==> config.mk <==
export PLATFORM = sky130hd
export DESIGN_NAME = pattern_scheduler
export DESIGN_NICKNAME = d
export VERILOG_FILES = /design/src/rtl/pattern_sched_pkg.sv /design/src/rtl/vblank_edge_detect.sv /design/src/rtl/pattern_scheduler.sv
export SDC_FILE = /design/constraint.sdc
export NUM_CORES = 1
export LEC_CHECK = 0
export CAP_MARGIN = 25
export CORE_UTILIZATION = 50
export DETAILED_ROUTE_END_ITERATION = 6
export GPL_TIMING_DRIVEN = 0
export HOLD_SLACK_MARGIN = 0.03
export PLACE_DENSITY = 0.79
export SLEW_MARGIN = 5
export SYNTH_ARGS = -nofsm -noshare
export SYNTH_HDL_FRONTEND = slang
export SYNTH_HIERARCHICAL = 1
export SYNTH_SLANG_ARGS = --single-unit
==> constraint.sdc <==
create_clock -name i_clk -period 2.92 [get_ports i_clk]
set_input_delay 0.584 -clock i_clk [delete_from_list [all_inputs] [get_ports i_clk]]
set_output_delay 0.584 -clock i_clk [all_outputs]
set_load 0.02 [all_outputs]
==> src/rtl/pattern_sched_pkg.sv <==
// Shared definitions for the pattern scheduler and related frame-synchronous blocks.
// This package holds the scheduler state enum, the counter widths and the default
// configuration constants.
package pattern_sched_pkg;

    // Scheduler states: SHOW displays the active pattern, BLANK inserts black frames.
    typedef enum logic [0:0] {
        SHOW  = 1'b0,
        BLANK = 1'b1
    } sched_state_e;

    localparam int FRAME_CNT_W      = 16;
    localparam int BLANK_CNT_W      = 8;
    localparam int AUTO_CNT_W       = 16;

    localparam int DEF_NUM_PATTERNS = 8;
    localparam int DEF_BLANK_FRAMES = 2;
    localparam int DEF_AUTO_FRAMES  = 120;

endpackage

==> src/rtl/vblank_edge_detect.sv <==
// Vertical-blank rising-edge detector producing a one-cycle frame tick.
// The registered copy of vblank resets high, so a vblank that is already high
// when reset releases does not produce a tick.
module vblank_edge_detect (
    input  logic i_clk,
    input  logic i_rst,
    input  logic i_vblank,
    output logic o_tick
);

    logic vblank_q;
    logic vblank_d;

    assign vblank_d = i_vblank;
    assign o_tick   = i_vblank & ~vblank_q;

    // Delay vblank by one cycle for edge detection.
    always_ff @(posedge i_clk or posedge i_rst) begin
        if (i_rst) begin
            vblank_q <= 1'b1;
        end else begin
            vblank_q <= vblank_d;
        end
    end

endmodule

==> src/rtl/pattern_scheduler.sv <==
// Frame-synchronous test-pattern scheduler.
// The scheduler advances the pattern select on a request, or on the optional
// auto-advance timer. It changes pattern only at a frame tick, and it inserts
// BLANK_FRAMES black frames before each change.
// Optional feature macro: PATTERN_SCHED_AUTO_EN builds the auto-advance timer.
// Without this macro, i_auto_en is ignored and AUTO_FRAMES is unused.
module pattern_scheduler
    import pattern_sched_pkg::*;
#(
    parameter int NUM_PATTERNS = DEF_NUM_PATTERNS,
    parameter int SEL_W        = 3,
    parameter int BLANK_FRAMES = DEF_BLANK_FRAMES,
    parameter int AUTO_FRAMES  = DEF_AUTO_FRAMES
) (
    input  logic                   i_clk,
    input  logic                   i_rst,
    input  logic                   i_vblank,
    input  logic                   i_next,
    input  logic                   i_auto_en,
    output logic [SEL_W-1:0]       o_pattern_sel,
    output logic                   o_blank,
    output logic                   o_switch,
    output logic [FRAME_CNT_W-1:0] o_frame_count
);

    localparam logic [SEL_W-1:0]       SEL_LAST   = SEL_W'(NUM_PATTERNS - 1);
    localparam logic [BLANK_CNT_W-1:0] BLANK_LAST = BLANK_CNT_W'(BLANK_FRAMES - 1);

    // Next pattern index, wrapping after the last pattern.
    function automatic logic [SEL_W-1:0] next_sel(input logic [SEL_W-1:0] cur);
        if (cur == SEL_LAST) begin
            next_sel = {SEL_W{1'b0}};
        end else begin
            next_sel = cur + SEL_W'(1);
        end
    endfunction

    logic                   tick_s;
    logic                   start_s;
    logic                   auto_hit_s;

    sched_state_e           state_q,     state_d;
    logic                   pending_q,   pending_d;
    logic [BLANK_CNT_W-1:0] blank_cnt_q, blank_cnt_d;
    logic [SEL_W-1:0]       sel_q,       sel_d;
    logic                   blank_q,     blank_d;
    logic                   switch_q,    switch_d;
    logic [FRAME_CNT_W-1:0] frame_cnt_q, frame_cnt_d;

    vblank_edge_detect u_vblank_edge (
        .i_clk    (i_clk),
        .i_rst    (i_rst),
        .i_vblank (i_vblank),
        .o_tick   (tick_s)
    );

    // A transition starts on a tick in SHOW when a request is pending. A request
    // arriving on the same cycle as the tick counts as pending.
    assign start_s = tick_s && (state_q == SHOW) && (pending_q || i_next || auto_hit_s);

`ifdef PATTERN_SCHED_AUTO_EN
    localparam logic [AUTO_CNT_W-1:0] AUTO_LAST = AUTO_CNT_W'(AUTO_FRAMES - 1);

    logic [AUTO_CNT_W-1:0] auto_cnt_q, auto_cnt_d;

    assign auto_hit_s = i_auto_en && (auto_cnt_q == AUTO_LAST);

    // Count displayed frames while auto-advance is enabled. The count is held at
    // zero while disabled and restarts when a transition begins.
    always_comb begin
        auto_cnt_d = auto_cnt_q;
        if (!i_auto_en) begin
            auto_cnt_d = {AUTO_CNT_W{1'b0}};
        end else if (start_s) begin
            auto_cnt_d = {AUTO_CNT_W{1'b0}};
        end else if (tick_s && (state_q == SHOW)) begin
            auto_cnt_d = auto_cnt_q + AUTO_CNT_W'(1);
        end else begin
            auto_cnt_d = auto_cnt_q;
        end
    end

    // Auto-advance frame counter register.
    always_ff @(posedge i_clk or posedge i_rst) begin
        if (i_rst) begin
            auto_cnt_q <= {AUTO_CNT_W{1'b0}};
        end else begin
            auto_cnt_q <= auto_cnt_d;
        end
    end
`else
    localparam int unused_auto_frames = AUTO_FRAMES;
    logic unused_auto_en_s;

    assign unused_auto_en_s = i_auto_en;
    assign auto_hit_s       = 1'b0;
`endif

    // Next-state logic for the sequencer, request latch, counters and outputs.
    always_comb begin
        state_d     = state_q;
        pending_d   = pending_q | i_next;
        blank_cnt_d = blank_cnt_q;
        sel_d       = sel_q;
        blank_d     = blank_q;
        switch_d    = 1'b0;

        if (tick_s) begin
            frame_cnt_d = frame_cnt_q + FRAME_CNT_W'(1);
        end else begin
            frame_cnt_d = frame_cnt_q;
        end

        case (state_q)
            SHOW: begin
                if (start_s) begin
                    state_d     = BLANK;
                    blank_cnt_d = {BLANK_CNT_W{1'b0}};
                    blank_d     = 1'b1;
                    pending_d   = 1'b0;
                end else begin
                    state_d     = SHOW;
                end
            end
            BLANK: begin
                if (tick_s) begin
                    if (blank_cnt_q == BLANK_LAST) begin
                        state_d  = SHOW;
                        blank_d  = 1'b0;
                        switch_d = 1'b1;
                        sel_d    = next_sel(sel_q);
                    end else begin
                        blank_cnt_d = blank_cnt_q + BLANK_CNT_W'(1);
                    end
                end else begin
                    state_d = BLANK;
                end
            end
            default: begin
                state_d     = SHOW;
                blank_cnt_d = {BLANK_CNT_W{1'b0}};
                blank_d     = 1'b0;
            end
        endcase
    end

    // State, latch, counter and registered-output flops.
    always_ff @(posedge i_clk or posedge i_rst) begin
        if (i_rst) begin
            state_q     <= SHOW;
            pending_q   <= 1'b0;
            blank_cnt_q <= {BLANK_CNT_W{1'b0}};
            sel_q       <= {SEL_W{1'b0}};
            blank_q     <= 1'b0;
            switch_q    <= 1'b0;
            frame_cnt_q <= {FRAME_CNT_W{1'b0}};
        end else begin
            state_q     <= state_d;
            pending_q   <= pending_d;
            blank_cnt_q <= blank_cnt_d;
            sel_q       <= sel_d;
            blank_q     <= blank_d;
            switch_q    <= switch_d;
            frame_cnt_q <= frame_cnt_d;
        end
    end

    assign o_pattern_sel = sel_q;
    assign o_blank       = blank_q;
    assign o_switch      = switch_q;
    assign o_frame_count = frame_cnt_q;

endmodule

==> results.yml <==
synthesis:
  synth_area_leaders: "dfrtp_1 52%, xnor2_1 6.5%, ha_1 4.2%, nand3_1 3.0%, nand2_1 3.0%"
  synthArstFlopShare_pct: 100
  synth.avg_cell_area_sq_um: 11.5
  seq_area_frac_synth_pct: 53.9
  ys_seq_elements: 32
  netlist_instances: 129
  yosys_warnings: 6
  syn-num-nets: 139
  synth-edff-count: 0
  synth_top_area_share_pct: 52.1
  netlist-cell-type-count: 35
  netlist_area_sq_mm: 0.00149
  synth_ff_type: "dfrtp_1"
  yosysTopAreaCell: "dfrtp_1"
routing:
  postRouteWirelength_um: 2940
  wire_per_inst_um: 15.2
  vias: 1106
  antenna_left: 0
  drc_errors: 0
  detail_route.vias_per_cell: 5.73
  drt_iter0_drc: 46
  firstDrtPassIters: 4
floorplan:
  die_area_sq_mm: 0.00320
  fp.dieH_um: 56.5
  io-pin-count: 26
  rows: 19
  die_w_um: 56.5
  start_util_pct: 53.5
  core_sq_mm: 0.00278
grt:
  grt_remaining_overflow: 0
  antenna_found_initial: 0
  grt_pass1_wl_um: 4980
  use_met1_pct: 25.6
  grt.busiest_layer: "met2"
  grt_util_met2_pct: 33.4
  grt_max_degree: 17
  grt_usage_pct: 20.8
  gr-usage-met3_pct: 7.83
  grt_pass1_vias: 1089
sta:
  setup_violations: 0
  finalHoldViolations: 0
  min_period_ns: 2.02
  min_period_over_period_pct: 69.2
  rsz0062_at_grt: "no"
  slew_headroom_pct: 53.6
  clock_skew_ns: 0.0174
  worst_pin_slew_ns: 0.695
  clock.fmax_ghz: 0.495
  holdWs_ns: 0.486
  slew_viol_final: 0
  tns_ns: 0
cts:
  ctsResizeCount: 0
  htreeDepth: 2
  clk_pin_slew_ns: 0.11
  clock_latency_ns: 0.34
  cts_tree: "done"
  post_cts_buffers: 0
  clockBufferDepth: 2
  cts.sinks: 32
  cts_buffers: 5
  cts.root.buffer_cell: "clkbuf_4"
  ctsHoldBuffers: 0
cells_and_area:
  layout-drive-gt1-share_pct: 14.2
  antenna_cells: 0
  layout_commonest_cell: "dfrtp_1"
  post-route-util_pct: 66.8
  layoutNonFillerInstCount: 193
  mostFrequentLayoutCells: "31 x dfrtp_1, 24 x clkdlybuf4s50_1, 12 x nand2_1"
  fillers: 222
  multiInputGateArea_sq_um: 653
  nets: 171
  regArea_sq_um: 802
  area_delta_synth_final_pct: 24.8
critical_path:
  critPathBufInv: 1
  path_delay_family: "buffers and inverters"
  critPathRequiredTime_ns: 2.34
  rr_endpoint: "o_pattern_sel[2]$_DFFE_PP0P_"
  cpMaxStageDelayCell: "clkdlybuf4s50_1"
  cp_max_fo: 6
  cp-end-kind: "output port"
  reg2reg_depth: 6
  worstSetupStartpointType: "flip-flop"
  crit_arrival_ns: 1.44
  timing.reg2reg.setup_slack_ns: 1.26
  criticalPathCategory: "flip-flop to output port"
  cpPeakStageDelay_ns: 0.64
  r2r_start: "blank_cnt_q[1]$_DFFE_PP0P_"
  crit_chain: "clkdlybuf4s50_1"
power:
  peakVddDrop_mv: 0.491
  power.leakage_nw: 0.817
  p_int_mw: 0.776
  switchingPower_mw: 0.397
  comb_power_share_pct: 25.1
  power.share.clock_pct: 22.9
  powerDensity_mw_per_mm2: 632
  seq_power_share_pct: 52.1
  p_sw_share_pct: 33.9
placed_design:
  dpl.hpwl_um: 2170
  dp.cells: 185
  routabilityCongestion: 0.742
  numPortBuffers: 24
min_path:
  worst_hold_path_type: "flip-flop to flip-flop"
  hold_path_depth: 1
  min_to: "o_frame_count[15]$_DFFE_PP0P_"
  min_from: "o_frame_count[15]$_DFFE_PP0P_"
flow_run:
  cap_violations: 0
status:
  status: "complete, no violations"
==> cells by family after synthesis <==
| logic type | after synthesis | synth area share, % |
|---|---|---|
| fa+ha+maj | 5 | 4.21 |
| simple gates | 43 | 17.2 |
| mux | 5 | 4.12 |
| flops | 32 | 53.9 |
| compound gates | 21 | 9.50 |
| buf+inv | 8 | 2.19 |
| xor+xnor | 15 | 8.83 |
==> worst register-to-register path: cells and delay by family, from the launching register on <==
kind                       cells  cell delay, ns
and+or+nand+nor                2            0.44
DFF                            1            0.44
buffers and inverters          2            0.24
adders and majority gates      1            0.14
muxes                          1            0.30
==> synthesized netlist by cell type, types with 2 or more instances <==
cell type,number
a21o_1,2
a21oi_1,3
buf_2,2
dfrtp_1,31
ha_1,5
inv_1,5
mux2_4,2
mux2i_1,2
nand2_1,12
nand3_1,9
nand4_1,6
nor2_1,6
nor3_2,2
o21ai_0,6
o31ai_1,3
xnor2_1,11
xor2_1,4
==> worst max path at each step <==
stage,startpoint,end,cells past startpoint
floorplan,i_vblank,o_frame_count[13]$_DFFE_PP0P_,5
global placement,i_vblank,o_frame_count[13]$_DFFE_PP0P_,6
detailed placement,i_vblank,o_frame_count[13]$_DFFE_PP0P_,6
CTS,o_frame_count[3]$_DFFE_PP0P_,o_frame_count[3],1
global route,o_frame_count[3]$_DFFE_PP0P_,o_frame_count[3],1
finish,o_frame_count[3]$_DFFE_PP0P_,o_frame_count[3],1
==> power groups by stage <==
stage,Combinational [mW],Sequential (mW),Clock (mW)
floorplan,0.122,0.651,0
global placement,0.280,0.611,0
detailed placement,0.296,0.619,0
CTS,0.297,0.610,0.275
global route,0.320,0.626,0.289
finish,0.294,0.611,0.268
==> per-layer routing <==
| metal | wire length [um] | share of wire, % |
|---|---|---|
| met1 | 1260 | 43 |
| met2 | 1460 | 50 |
| met3 | 161 | 5.5 |
| met4 | 57 | 1.9 |
| met5 | 0 | 0 |
==> final cells by class <==
type | instances | share of cell area [%]
Multi-Input combinational cell | 89 | 35.2
Tap cell | 31 | 2.09
Inverter | 6 | 1.21
Timing Repair Buffer | 25 | 14.4
Sequential cell | 32 | 43.2
Buffer | 2 | 0.539
Clock inverter | 1 | 0.404
Clock buffer | 7 | 2.96
==> sequential cells by signal (all words and copies together) (netlist names) <==
register,cells
o_frame_count,16
blank_cnt_q,8
o_pattern_sel,3
o_blank,1
o_switch,1
pending_q,1
state_q,1
u_vblank_edge/vblank_q,1
==> through the flow <==
stage	worst slack, ns	power (mW)	area, sq um
3_5_place_dp	0.638	0.915	1790
3_3_place_gp	0.672	0.891	1770
5_1_grt	0.839	1.23	1860
6_report	0.899	1.17	1860
4_1_cts	0.891	1.18	1860
2_1_floorplan	1.34	0.773	1490
(Power assumes the default switching activity.)
